**config.mk**
```make
export PLATFORM = sky130hd
export DESIGN_NAME = p4_router_egress_demux
export DESIGN_NICKNAME = d
export VERILOG_FILES = /design/src/rtl/p4_router_egress_demux.sv
export SDC_FILE = /design/constraint.sdc
export NUM_CORES = 1
export LEC_CHECK = 0
export BUFFER_PORTS_ARGS = -buffer_cell sky130_fd_sc_hd__clkbuf_2
export CORE_MARGIN = 4
export CORE_UTILIZATION = 50
export CTS_CLUSTER_SIZE = 20
export DETAILED_ROUTE_END_ITERATION = 6
export HOLD_SLACK_MARGIN = 0.05
export PLACE_DENSITY = 0.81
export RECOVER_POWER = 100
export SETUP_SLACK_MARGIN = 0.3
export SLEW_MARGIN = 20
export SYNTH_ARGS = -nofsm -noshare
export SYNTH_HDL_FRONTEND = slang
export SYNTH_SLANG_ARGS = --single-unit
```
**constraint.sdc**
```tcl
create_clock -name clk -period 4.4 [get_ports clk]
set_clock_uncertainty 0.15 [all_clocks]
set_input_delay 0.44 -clock clk [delete_from_list [all_inputs] [get_ports clk]]
set_output_delay 0.44 -clock clk [all_outputs]
set_load 0.05 [all_outputs]
```
**src/rtl/p4_router_egress_demux.sv**
```systemverilog
// Egress demultiplexer: steers each packet from the P4 pipeline to one egress
// stream chosen by per-packet metadata queued in a small FIFO; unmapped packets are dropped.
module p4_router_egress_demux #(
  parameter int DATA_BYTES        = 8,
  parameter int NUM_EGR_PORTS     = 11,
  parameter int EGR_SPEC_ID_WIDTH = 8,
  parameter int ING_PORT_ID_WIDTH = 8,
  parameter int META_FIFO_DEPTH   = 4
) (
  input  logic                         clk,
  input  logic                         srst,
  input  logic [DATA_BYTES*8-1:0]      s_tdata,
  input  logic [DATA_BYTES-1:0]        s_tkeep,
  input  logic                         s_tlast,
  input  logic                         s_tvalid,
  output logic                         s_tready,
  input  logic [EGR_SPEC_ID_WIDTH-1:0] meta_egr_spec,
  input  logic [ING_PORT_ID_WIDTH-1:0] meta_ing_port,
  input  logic                         meta_valid,
  output logic [DATA_BYTES*8-1:0]      m_tdata,
  output logic [DATA_BYTES-1:0]        m_tkeep,
  output logic                         m_tlast,
  output logic [NUM_EGR_PORTS-1:0]     m_tvalid,
  input  logic [NUM_EGR_PORTS-1:0]     m_tready,
  output logic [ING_PORT_ID_WIDTH-1:0] m_ing_port,
  output logic [31:0]                  drop_count,
  output logic                         meta_overflow
);
  localparam int AW = $clog2(META_FIFO_DEPTH);
  localparam int CW = AW + 1;

  typedef enum logic [1:0] {ST_IDLE, ST_FWD, ST_DROP} state_t;
  state_t r_state, w_state_next;

  logic [EGR_SPEC_ID_WIDTH-1:0] r_fifo_egr [META_FIFO_DEPTH];
  logic [ING_PORT_ID_WIDTH-1:0] r_fifo_ing [META_FIFO_DEPTH];
  logic [AW-1:0]                r_wr_ptr, r_rd_ptr;
  logic [CW-1:0]                r_count;
  logic [EGR_SPEC_ID_WIDTH-1:0] r_cur_egr;
  logic [ING_PORT_ID_WIDTH-1:0] r_cur_ing;
  logic [31:0]                  r_drop_count;

  logic                     w_full, w_pop, w_push, w_head_mapped;
  logic                     w_fwd_ready, w_drop_done;
  logic [NUM_EGR_PORTS-1:0] w_sel;

  // A full FIFO still accepts a push when the FSM pops in the same cycle.
  assign w_full        = (r_count == CW'(META_FIFO_DEPTH));
  assign w_pop         = !srst && (r_state == ST_IDLE) && (r_count != '0);
  assign w_push        = !srst && meta_valid && (!w_full || w_pop);
  assign meta_overflow = !srst && meta_valid && w_full && !w_pop;
  assign w_head_mapped = (32'(r_fifo_egr[r_rd_ptr]) < NUM_EGR_PORTS);

  always_ff @(posedge clk) begin
    if (w_push) begin
      r_fifo_egr[r_wr_ptr] <= meta_egr_spec;
      r_fifo_ing[r_wr_ptr] <= meta_ing_port;
    end
  end

  always_ff @(posedge clk) begin
    if (srst) begin
      r_wr_ptr <= '0;
      r_rd_ptr <= '0;
      r_count  <= '0;
    end else begin
      if (w_push) r_wr_ptr <= r_wr_ptr + AW'(1);
      if (w_pop)  r_rd_ptr <= r_rd_ptr + AW'(1);
      r_count <= r_count + CW'(w_push) - CW'(w_pop);
    end
  end

  for (genvar gi = 0; gi < NUM_EGR_PORTS; gi++) begin : g_sel
    assign w_sel[gi] = (r_cur_egr == EGR_SPEC_ID_WIDTH'(gi));
  end

  assign w_fwd_ready = |(w_sel & m_tready);
  assign w_drop_done = !srst && (r_state == ST_DROP) && s_tvalid && s_tlast;

  always_ff @(posedge clk) begin
    if (srst) begin
      r_state <= ST_IDLE;
    end else begin
      r_state <= w_state_next;
    end
  end

  always_comb begin
    w_state_next = r_state;
    s_tready     = 1'b0;
    m_tvalid     = '0;
    m_ing_port   = '0;
    if (!srst) begin
      case (r_state)
        ST_IDLE: begin
          if (w_pop) w_state_next = w_head_mapped ? ST_FWD : ST_DROP;
        end
        ST_FWD: begin
          m_tvalid   = w_sel & {NUM_EGR_PORTS{s_tvalid}};
          s_tready   = w_fwd_ready;
          m_ing_port = r_cur_ing;
          if (s_tvalid && w_fwd_ready && s_tlast) w_state_next = ST_IDLE;
        end
        ST_DROP: begin
          s_tready = 1'b1;
          if (s_tvalid && s_tlast) w_state_next = ST_IDLE;
        end
        default: w_state_next = ST_IDLE;
      endcase
    end
  end

  always_ff @(posedge clk) begin
    if (srst) begin
      r_cur_egr    <= '0;
      r_cur_ing    <= '0;
      r_drop_count <= '0;
    end else begin
      if (w_pop) begin
        r_cur_egr <= r_fifo_egr[r_rd_ptr];
        r_cur_ing <= r_fifo_ing[r_rd_ptr];
      end
      if (w_drop_done && (r_drop_count != 32'hFFFF_FFFF)) begin
        r_drop_count <= r_drop_count + 32'd1;
      end
    end
  end

  assign m_tdata    = s_tdata;
  assign m_tkeep    = s_tkeep;
  assign m_tlast    = s_tlast;
  assign drop_count = r_drop_count;

endmodule

```
==> results of run 1 <==
==> per-layer routing <==
layer  vias to the layer above  wire length [um]  global-route usage [%]
met5                         -                28                       0
met4                         2               655                    11.3
met3                        32              1950                    10.3
met2                       235              8210                    39.9
met1                      1908              5130                    23.4
li1                       1865                 -                       -
==> sequential cells by signal, summed over array words and instances, names as in the netlist, named ones only <==
name	flops
r_rd_ptr	2
r_fifo_egr	32
drop_count	32
r_cur_ing	8
r_state	2
r_fifo_ing	32
r_count	3
r_wr_ptr	2
r_cur_egr	8
==> how the worst max path moves through the flow <==
stage	from	end	slack, ns	depth (start not counted)
after floorplan	r_cur_egr[7]	s_tready	1.41	5
after global placement	srst	m_tvalid[1]	1.53	5
after detailed placement	srst	m_tvalid[1]	1.42	5
after CTS	r_state[1]	m_tvalid[1]	1.26	7
after global routing	r_state[1]	m_tvalid[1]	0.84	7
final	r_state[1]	m_tvalid[8]	1.01	7
==> final cells by class <==
type	instances	area, um^2	area share (%)
sequential	123	3100	48.7
multi-input combinational	309	2080	32.7
clock buffer	17	425	6.68
timing repair buffer	87	349	5.48
tap	143	179	2.81
clock inverter	15	173	2.71
inverter	16	60.1	0.943
==> stage by stage <==
stage | setup WS [ns] | area (um^2) | cells
final | 1.01 | 6370 | 710
after global routing | 0.844 | 6370 | 710
after CTS | 1.26 | 6510 | 710
after detailed placement | 1.42 | 5910 | 678
after global placement | 1.53 | 5910 | 678
after floorplan | 1.41 | 5940 | 542
==> kinds of logic after synthesis <==
| kind of cell | synth area share (%) |
|---|---|
| AND/OR/NAND/NOR | 16.8 |
| flip-flops | 52.3 |
| AO/OA/AOI/OAI | 6.03 |
| XOR/XNOR | 3.98 |
| buffers and inverters | 11.9 |
| multiplexers | 6.57 |
| adder cells (fa/ha/maj) | 2.44 |
==> power by group <==
| part | internal (uW) | switching [uW] | total, uW |
|---|---|---|---|
| Combinational | 265 | 348 | 613 |
| Clock | 810 | 579 | 1390 |
| Sequential | 1320 | 142 | 1470 |
| Total | 2400 | 1070 | 3470 |
==> placed cells by master (no fill, tap or decap), types with 6 or more instances in the layout <==
master and n:
nor2_1 55, mux4_2 16, o21ai_0 11, nand2_1 54
a21oi_1 27, or3_1 10, nand3_1 13, dfxtp_1 59
edfxtp_1 64, and2_1 8, nand4_1 10, nor3_1 12
xnor2_1 19, and4_1 6, inv_1 16, clkbuf_1 71
clkbuf_2 15, inv_8 6, ha_1 10, clkbuf_16 17
xor2_1 8
==> out/results.ini, run 1 <==
[clock_tree]
cts_tree = built
h-tree-depth = 4
cts.clk_slew.worst_paths_ns = 0.06
postCtsHoldBufs = 0
cts.sinks = 123
clockBufferDepth = 2
post-cts-setup-buffer-count = 0
cts-root-buf = clkbuf_16
clk_latency_ns = 0.42
ctsResizeCount = 0
numCtsBuffers = 17

[min_path]
hold_path_class = in -> reg
hold_depth = 1
holdCritStartpoint = meta_ing_port[4]
worstHoldEndpoint = r_fifo_ing[2][4]

[setup_path]
r2r-end = drop_count[3]
rr_worst_depth = 6
cp_max_fo = 12
rrSetupSlack_ns = 1.45
startpoint_type = register
r2r_start = drop_count[22]
critical-path-top-delay-family = simple AND/OR/NAND/NOR gates
worst_path_max_delay_cell = nor2_1
worst_ep_arrival_time_ns = 2.80
critPathKind = reg -> out
critical_path.cell_chain = inv_1 -> ha_1 -> inv_1 -> nor2_1 -> nand3_1 -> nor2_1 -> clkbuf_1
critPathMaxStageDelay_ns = 0.72
worst_ep_required_time_ns = 3.81
crit_path_end_kind = primary output
path_buf_inv = 3

[logic_synthesis]
syn_nets = 657
synth_common_cells = 74 x buf_4, 64 x edfxtp_1, 59 x dfxtp_1
yosysSeqAreaShare_pct = 52.3
synth_area_leaders = edfxtp_1 32%, dfxtp_1 20%, buf_4 9.4%
yosysMostFrequentCell = buf_4
synth_edf_count = 64
synth_top_area_cell = edfxtp_1
synth_top_area_share_pct = 32.4
syn_area_per_cell_um2 = 11.0
syn_area_um2 = 5940
ys_warn_count = 0
ys_ff_latch = 123
synth-main-ff-cell = edfxtp_1
synth_cell_types = 50
async_flop_share_pct = 0
syn_inst = 542

[global_routing]
grt_usage_pct = 23.0
gr-total-overflow = 0
grt_pass1_vias = 3900
grt_pass1_wl_um = 23100
grt_max_degree = 36
antenna_found_initial = 0

[die]
initial_utilization_pct = 51.6
ioPinCount = 230
dieArea_um2 = 13700
dieWidth_um = 117
core.rowCount = 39
dieHeight_um = 117
coreArea_um2 = 11500

[routing]
wl_per_cell_um = 22.5
ant_nets = 0
num_vias = 4042
firstDrtPassIters = 5
route.detailed.drc = 0
vias_per_cell = 5.69
wirelength_um = 16000
dr.first_iter.drc_count = 228

[pwr]
fin_total_pwr_uw = 3470
ir_drop_v = 0.000312
powerDensity_nw_per_um2 = 544
p_leak_uw = 0.00211

[timing]
finalCritPeriodShare_pct = 77.0
hold_ws_ns = 0.126
worst_pin_slew_ns = 1.31
max_clock_freq_mhz = 295
setup_viol = 0
slew_headroom_pct = 12.8
tns_ns = 0
hold_viol_final = 0
rsz0062_at_grt = false
slew_violations = 0
post-route-min-period_ns = 3.39

[layout]
area_growth_pct = 7.29
num-fill-cells = 979
antenna_cells = 0
nets = 669
fin_util_pct = 55.3
layout-drive-gt1-share_pct = 12.0

[placed_design]
hpwlAfterDp_um = 12000
io_buffers = 85
gp_congestion = 0.824

[flow_run]
cap_viol_max_count = 0

[status]
status = completed

No activity file was read; power rests on OpenSTA's default activity.
==> run 2, diff against run 1 <==
--- a/config.mk
+++ b/config.mk
@@ -7,11 +7,11 @@
 export LEC_CHECK = 0
 export BUFFER_PORTS_ARGS = -buffer_cell sky130_fd_sc_hd__clkbuf_2
 export CORE_MARGIN = 4
-export CORE_UTILIZATION = 50
+export CORE_UTILIZATION = 44
 export CTS_CLUSTER_SIZE = 20
 export DETAILED_ROUTE_END_ITERATION = 6
 export HOLD_SLACK_MARGIN = 0.05
-export PLACE_DENSITY = 0.81
+export PLACE_DENSITY = 0.75
 export RECOVER_POWER = 100
 export SETUP_SLACK_MARGIN = 0.3
 export SLEW_MARGIN = 20
==> constraint.sdc (replaced) <==
create_clock -name clk -period 2.9 [get_ports clk]
set_clock_uncertainty 0.15 [all_clocks]
set_input_delay 0.29 -clock clk [delete_from_list [all_inputs] [get_ports clk]]
set_output_delay 0.29 -clock clk [all_outputs]
set_load 0.05 [all_outputs]
==> run 2 against run 1 <==
- via count is 0.82% higher
- combinational power is 79% higher
- power is 56% higher
- critical path depth down 1
- final cell count grew 7.6%
- die area grew 13%
- clock-buffer cell count grew 5
- utilization is 4.4 points lower
- sequential power increased by 51%
- clock power grew 52%
- critical endpoint is now r_fifo_ing[0][7]
==> out/results.ini, run 2 (synthesis results as in run 1) <==
[clock_tree]
cts.clk_slew.worst_paths_ns = 0.05  ; was 0.06 ns
clockBufferDepth = 2  ; unchanged
clk_latency_ns = 0.41  ; was 0.42 ns
cts.sinks = 123  ; unchanged
cts_tree = built  ; unchanged
numCtsBuffers = 17  ; unchanged
cts-root-buf = clkbuf_16  ; unchanged
h-tree-depth = 4  ; unchanged

[layout]
instances_no_fill = 764  ; was 710
antenna_cells = 0  ; unchanged
layout_common_cells = 64 x edfxtp_1, 56 x dfxtp_1, 54 x nand2_1, 52 x nor2_1, 52 x clkbuf_1  ; was 71 x clkbuf_1, 64 x edfxtp_1, 59 x dfxtp_1, 55 x nor2_1, 54 x nand2_1
layout-drive-gt1-share_pct = 17.9  ; was 12.0%
nets = 690  ; was 669
num-fill-cells = 1168  ; was 979
area_growth_pct = 13.6  ; was 7.29%
layout_commonest_cell = edfxtp_1  ; was clkbuf_1

[min_path]
hold_depth = 2  ; was 1
hold_path_class = in -> reg  ; unchanged

[pwr]
ir_drop_v = 0.000608  ; was 0.000312 V
powerDensity_nw_per_um2 = 804  ; was 544 nW/um^2
internal_power_uw = 3880  ; was 2400 uW
pwr-share-clk_pct = 38.9  ; was 40.1%
p_leak_uw = 0.00230  ; was 0.00211 uW
seqPwrFrac_pct = 40.9  ; was 42.3%
p_switching_uw = 1550  ; was 1070 uW
p_sw_share_pct = 28.6  ; was 30.8%
comb_power_share_pct = 20.2  ; was 17.7%

[timing]
tns_ns = 0  ; unchanged
slew_violations = 0  ; unchanged
post-route-min-period_ns = 2.55
finalCritPeriodShare_pct = 88.0
hold_viol_final = 0  ; unchanged
hold_ws_ns = 0.145  ; was 0.126 ns
max_clock_freq_mhz = 392
rsz0062_at_grt = false  ; unchanged
worst_pin_slew_ns = 1.26  ; was 1.31 ns
setup_viol = 0  ; unchanged
slew_headroom_pct = 15.8  ; was 12.8%

[placed_design]
hpwlAfterDp_um = 12100  ; was 12000 um
dp.cells = 713  ; was 678
io_buffers = 85  ; unchanged
gp_congestion = 0.866  ; was 0.824

[die]
core.rowCount = 42  ; was 39
dieArea_um2 = 15400  ; was 13700 um^2
coreArea_um2 = 13200  ; was 11500 um^2
dieHeight_um = 124  ; was 117 um
ioPinCount = 230  ; unchanged
initial_utilization_pct = 44.8  ; was 51.6%
dieWidth_um = 124  ; was 117 um

[setup_path]
startpoint_type = register  ; unchanged
cp_max_fo = 16  ; was 12
critPathKind = reg -> reg  ; was reg -> out
worst_ep_arrival_time_ns = 2.42  ; was 2.80 ns
rr_worst_depth = 6  ; unchanged
worst_ep_required_time_ns = 2.76  ; was 3.81 ns
crit_path_end_kind = register  ; was primary output

[routing]
num_vias = 4075  ; was 4042
dr.first_iter.drc_count = 244  ; was 228
route.detailed.drc = 0  ; unchanged
wl_per_cell_um = 21.1  ; was 22.5 um
ant_nets = 0  ; unchanged
firstDrtPassIters = 4  ; was 5
vias_per_cell = 5.33  ; was 5.69
wirelength_um = 16100  ; was 16000 um

[status]
status = completed  ; unchanged

[global_routing]
grt_pass1_wl_um = 23300  ; was 23100 um
grt_usage_pct = 20.5  ; was 23.0%
antenna_found_initial = 0  ; unchanged
grt_pass1_vias = 3970  ; was 3900
gr-total-overflow = 0  ; unchanged
grt_max_degree = 50  ; was 36

[flow_run]
cap_viol_max_count = 0  ; unchanged

-- run 2: cell types whose count changed in the layout (fill, tap and decap cells not counted), moves of 5 or more --
cell           previous run  this run
clkbuf_1                 71        52
clkbuf_8                  0         6
clkbuf_2                 15        31
buf_4                     1         6
inv_8                     6         0
dlygate4sd3_1             0        16
-- run 2: metrics by stage --
step           setup slack (ns)  util [%]  total power, uW  instance area (um^2)
2_1_floorplan             0.337         -             3190                  5940
3_3_place_gp              0.512      45.1             3120                  5970
3_5_place_dp              0.325      45.1             3180                  5970
4_1_cts                   0.289      51.5             5440                  6820
5_1_grt                   0.161      50.9             5690                  6750
6_report                  0.347      50.9             5420                  6750
-- run 2: area by class of cell --
type	count	area, um^2	share of cell area (%)
flip-flops and latches	123	3110	46.0
inverters	16	60.1	0.890
multi-input cells	309	2140	31.8
well taps	176	220	3.26
clock buffers	22	507	7.51
repair buffers	108	607	8.99
clock inverters	10	101	1.50
-- run 2: power by group through the flow --
stage	registers [uW]	logic [uW]	clock network [uW]
final	2220	1100	2110
after global routing	2250	1210	2230
after detailed placement	2250	930	0
after global placement	2230	892	0
after CTS	2210	1080	2150
after floorplan	2100	1080	0
-- run 2: layer usage --
metal | up-vias | part of all wire (%) | GRT usage, % | wire length, um
li1 | 1901 | - | - | -
met1 | 1945 | 32 | 21.2 | 5230
met2 | 183 | 51 | 35.4 | 8290
met3 | 46 | 11 | 8.49 | 1850
met4 | 0 | 4.6 | 10.7 | 738
met5 | - | 0 | 0 | 0
-- run 2: what timing repair did --
action / 4_1_cts / 5_1_grt
resized for setup: 16 / 11
endpoints found under the setup margin: 5 / 25
hold buffers: 16 / 0
setup buffers: 1 / 2
pin swaps: 3 / 4
gates cloned: 0 / 0
hold endpoints to repair: 64 / 0
-- run 2: worst paths after layout --
kind                start               end  slack (ns)
max reg2reg    r_state[1]  r_fifo_ing[0][7]        0.35
max            r_state[1]  r_fifo_ing[0][7]        0.35
min                  srst      r_cur_egr[0]        0.14
min reg2reg  r_cur_ing[2]      r_cur_ing[2]        0.30
-- run 2: critical path: stages, from the launching register on --
cell and delay [ns]:
dfxtp_1 0.33, inv_1 0.11, ha_1 0.18, inv_1 0.07, nand3_1 0.10, and3b_1 0.22
and2_0 0.98
==> run 3, diff against run 2 <==
--- a/config.mk
+++ b/config.mk
@@ -11,7 +11,7 @@
 export CTS_CLUSTER_SIZE = 20
 export DETAILED_ROUTE_END_ITERATION = 6
 export HOLD_SLACK_MARGIN = 0.05
-export PLACE_DENSITY = 0.75
+export PLACE_DENSITY = 0.76
 export RECOVER_POWER = 100
 export SETUP_SLACK_MARGIN = 0.3
 export SLEW_MARGIN = 20
==> run 3 against run 2 <==
- clock-buffer cell count is 1 lower
- sequential power hardly changed
- flip-flop and latch count is the same
- utilization is 0.41 points lower
- power shrank 2.6%
- die area did not move
- critical path type is now reg -> out
- largest power group unchanged
==> out/results.ini, run 3 (synthesis results as in run 1) <==
[timing]
slew_violations = 0  ; unchanged
max_clock_freq_mhz = 371  ; was 392 MHz
slew_headroom_pct = 21.5  ; was 15.8%
tns_ns = 0  ; unchanged
finalCritPeriodShare_pct = 92.9  ; was 88.0%
hold_ws_ns = 0.0819  ; was 0.145 ns
setup_viol = 0  ; unchanged
hold_viol_final = 0  ; unchanged
worst_pin_slew_ns = 1.18  ; was 1.26 ns
post-route-min-period_ns = 2.69  ; was 2.55 ns
rsz0062_at_grt = true  ; was false

[pwr]
fin_total_pwr_uw = 5280  ; was 5420 uW
pwr-share-clk_pct = 39.1  ; was 38.9%
p_switching_uw = 1510  ; was 1550 uW
p_leak_uw = 0.00229  ; was 0.00230 uW
comb_power_share_pct = 18.9  ; was 20.2%
powerDensity_nw_per_um2 = 790  ; was 804 nW/um^2
p_sw_share_pct = 28.5  ; was 28.6%
ir_drop_v = 0.000572  ; was 0.000608 V
seqPwrFrac_pct = 42.0  ; was 40.9%
internal_power_uw = 3780  ; was 3880 uW

[setup_path]
worst_path_max_delay_cell = or4_4  ; was and2_0
critPathMaxStageDelay_ns = 0.57  ; was 0.98 ns
r2r_start = r_state[0]  ; was r_state[1]
cp_max_fo = 4  ; was 16
critPathLaunch = r_cur_egr[7]  ; was r_state[1]
worst_ep_arrival_time_ns = 2.25  ; was 2.42 ns
r2r-end = r_fifo_ing[2][0]  ; was r_fifo_ing[0][7]
critical_path.cell_chain = or4_4 -> or3b_4 -> nor2_1 -> dlymetal6s2s_1  ; was inv_1 -> ha_1 -> inv_1 -> nand3_1 -> and3b_1 -> and2_0
rrSetupSlack_ns = 0.30  ; was 0.35 ns
path_buf_inv = 1  ; was 2
crit_path_end_kind = primary output  ; was register
rr_worst_depth = 6  ; unchanged
worst_ep_required_time_ns = 2.46  ; was 2.76 ns
critical-path-top-delay-family = simple AND/OR/NAND/NOR gates  ; unchanged
critPathKind = reg -> out  ; was reg -> reg
startpoint_type = register  ; unchanged

[global_routing]
grt_pass1_vias = 3939  ; was 3970
grt_pass1_wl_um = 23900  ; was 23300 um
antenna_found_initial = 0  ; unchanged
gr-total-overflow = 0  ; unchanged
grt_usage_pct = 21.5  ; was 20.5%
grt_max_degree = 38  ; was 50

[die]
ioPinCount = 230  ; unchanged
dieHeight_um = 124  ; unchanged
dieArea_um2 = 15400  ; unchanged
dieWidth_um = 124  ; unchanged
core.rowCount = 42  ; unchanged
initial_utilization_pct = 44.8  ; unchanged
coreArea_um2 = 13200  ; unchanged

[status]
status = completed  ; unchanged

[clock_tree]
clockBufferDepth = 2  ; unchanged
numCtsBuffers = 17  ; unchanged
cts-root-buf = clkbuf_16  ; unchanged
cts.clk_slew.worst_paths_ns = 0.06  ; was 0.05 ns
h-tree-depth = 4  ; unchanged
clk_latency_ns = 0.42  ; was 0.41 ns
cts.sinks = 123  ; unchanged
cts_tree = built  ; unchanged

[layout]
antenna_cells = 0  ; unchanged
nets = 691  ; was 690
fin_util_pct = 50.5  ; was 50.9%
num-fill-cells = 1197  ; was 1168
instances_no_fill = 765  ; was 764
layout_common_cells = 64 x edfxtp_1, 61 x clkbuf_1, 56 x dfxtp_1, 54 x nand2_1, 53 x nor2_1  ; was 64 x edfxtp_1, 56 x dfxtp_1, 54 x nand2_1, 52 x nor2_1, 52 x clkbuf_1
area_growth_pct = 12.7  ; was 13.6%
layout-drive-gt1-share_pct = 15.4  ; was 17.9%
layout_commonest_cell = edfxtp_1  ; unchanged

[routing]
dr.first_iter.drc_count = 276  ; was 244
ant_nets = 0  ; unchanged
num_vias = 4033  ; was 4075
wl_per_cell_um = 21.8  ; was 21.1 um
wirelength_um = 16600  ; was 16100 um
firstDrtPassIters = 4  ; unchanged
route.detailed.drc = 0  ; unchanged
vias_per_cell = 5.27  ; was 5.33

[placed_design]
hpwlAfterDp_um = 12600  ; was 12100 um
gp_congestion = 0.837  ; was 0.866
dp.cells = 716  ; was 713
io_buffers = 85  ; unchanged

[min_path]
worstHoldEndpoint = r_cur_egr[0]  ; unchanged
holdCritStartpoint = srst  ; unchanged
hold_depth = 2  ; unchanged
hold_path_class = in -> reg  ; unchanged

[flow_run]
cap_viol_max_count = 0  ; unchanged

[run 3: cell types whose count changed in the layout (fill, tap and decap cells not counted), sizes merged]
cell and delta:
clkbuf -1, inv +2, clkinvlp -1, dlymetal6s2s +2
buf -1
[run 3: worst max-delay path by stage]
stage | to | slack (ns) | cells after the start
floorplan | drop_count[29] | 0.34 | 7
detailed placement | r_count[2] | 0.38 | 12
global route | drop_count[25] | 0.13 | 6
global placement | r_count[2] | 0.48 | 9
CTS | s_tready | 0.29 | 6
finish | m_tvalid[5] | 0.21 | 4
[run 3: area by class of cell]
| type | count | area [um^2] | share of cell area (%) |
|---|---|---|---|
| clock buffer | 21 | 482 | 7.20 |
| clock inverter | 11 | 106 | 1.59 |
| inverter | 16 | 60.1 | 0.897 |
| multi-input combinational | 309 | 2120 | 31.7 |
| sequential | 123 | 3110 | 46.4 |
| tap | 176 | 220 | 3.29 |
| timing repair buffer | 109 | 596 | 8.90 |
[run 3: stage by stage]
step	instance area (um^2)	setup slack (ns)
detailed placement	5990	0.378
global placement	5990	0.481
global route	6690	0.129
finish	6690	0.207
floorplan	5940	0.337
CTS	6810	0.290
[run 3: what timing repair did]
| item | 4_1_cts | 5_1_grt |
|---|---|---|
| endpoints found under the hold margin | 64 | 0 |
| pin swaps | 2 | 0 |
| resized for setup | 15 | 15 |
| endpoints found under the setup margin | 5 | 17 |
| setup buffers | 1 | 0 |
| hold buffers | 16 | 0 |
[run 3: layer usage]
metal / share of wire, % / global-route usage [%] / wire [um]
met1: 31 / 20.7 / 5170
met2: 51 / 36.4 / 8570
met3: 13 / 11.7 / 2160
met4: 4.5 / 12.0 / 749
met5: 0 / 0 / 0
[run 3: power by group through the flow]
stage | logic, uW | clock network [uW] | registers [uW]
3_5_place_dp | 919 | 0 | 2240
5_1_grt | 1110 | 2190 | 2250
6_report | 1000 | 2070 | 2220
4_1_cts | 1030 | 2110 | 2220
3_3_place_gp | 886 | 0 | 2230
2_1_floorplan | 1080 | 0 | 2100
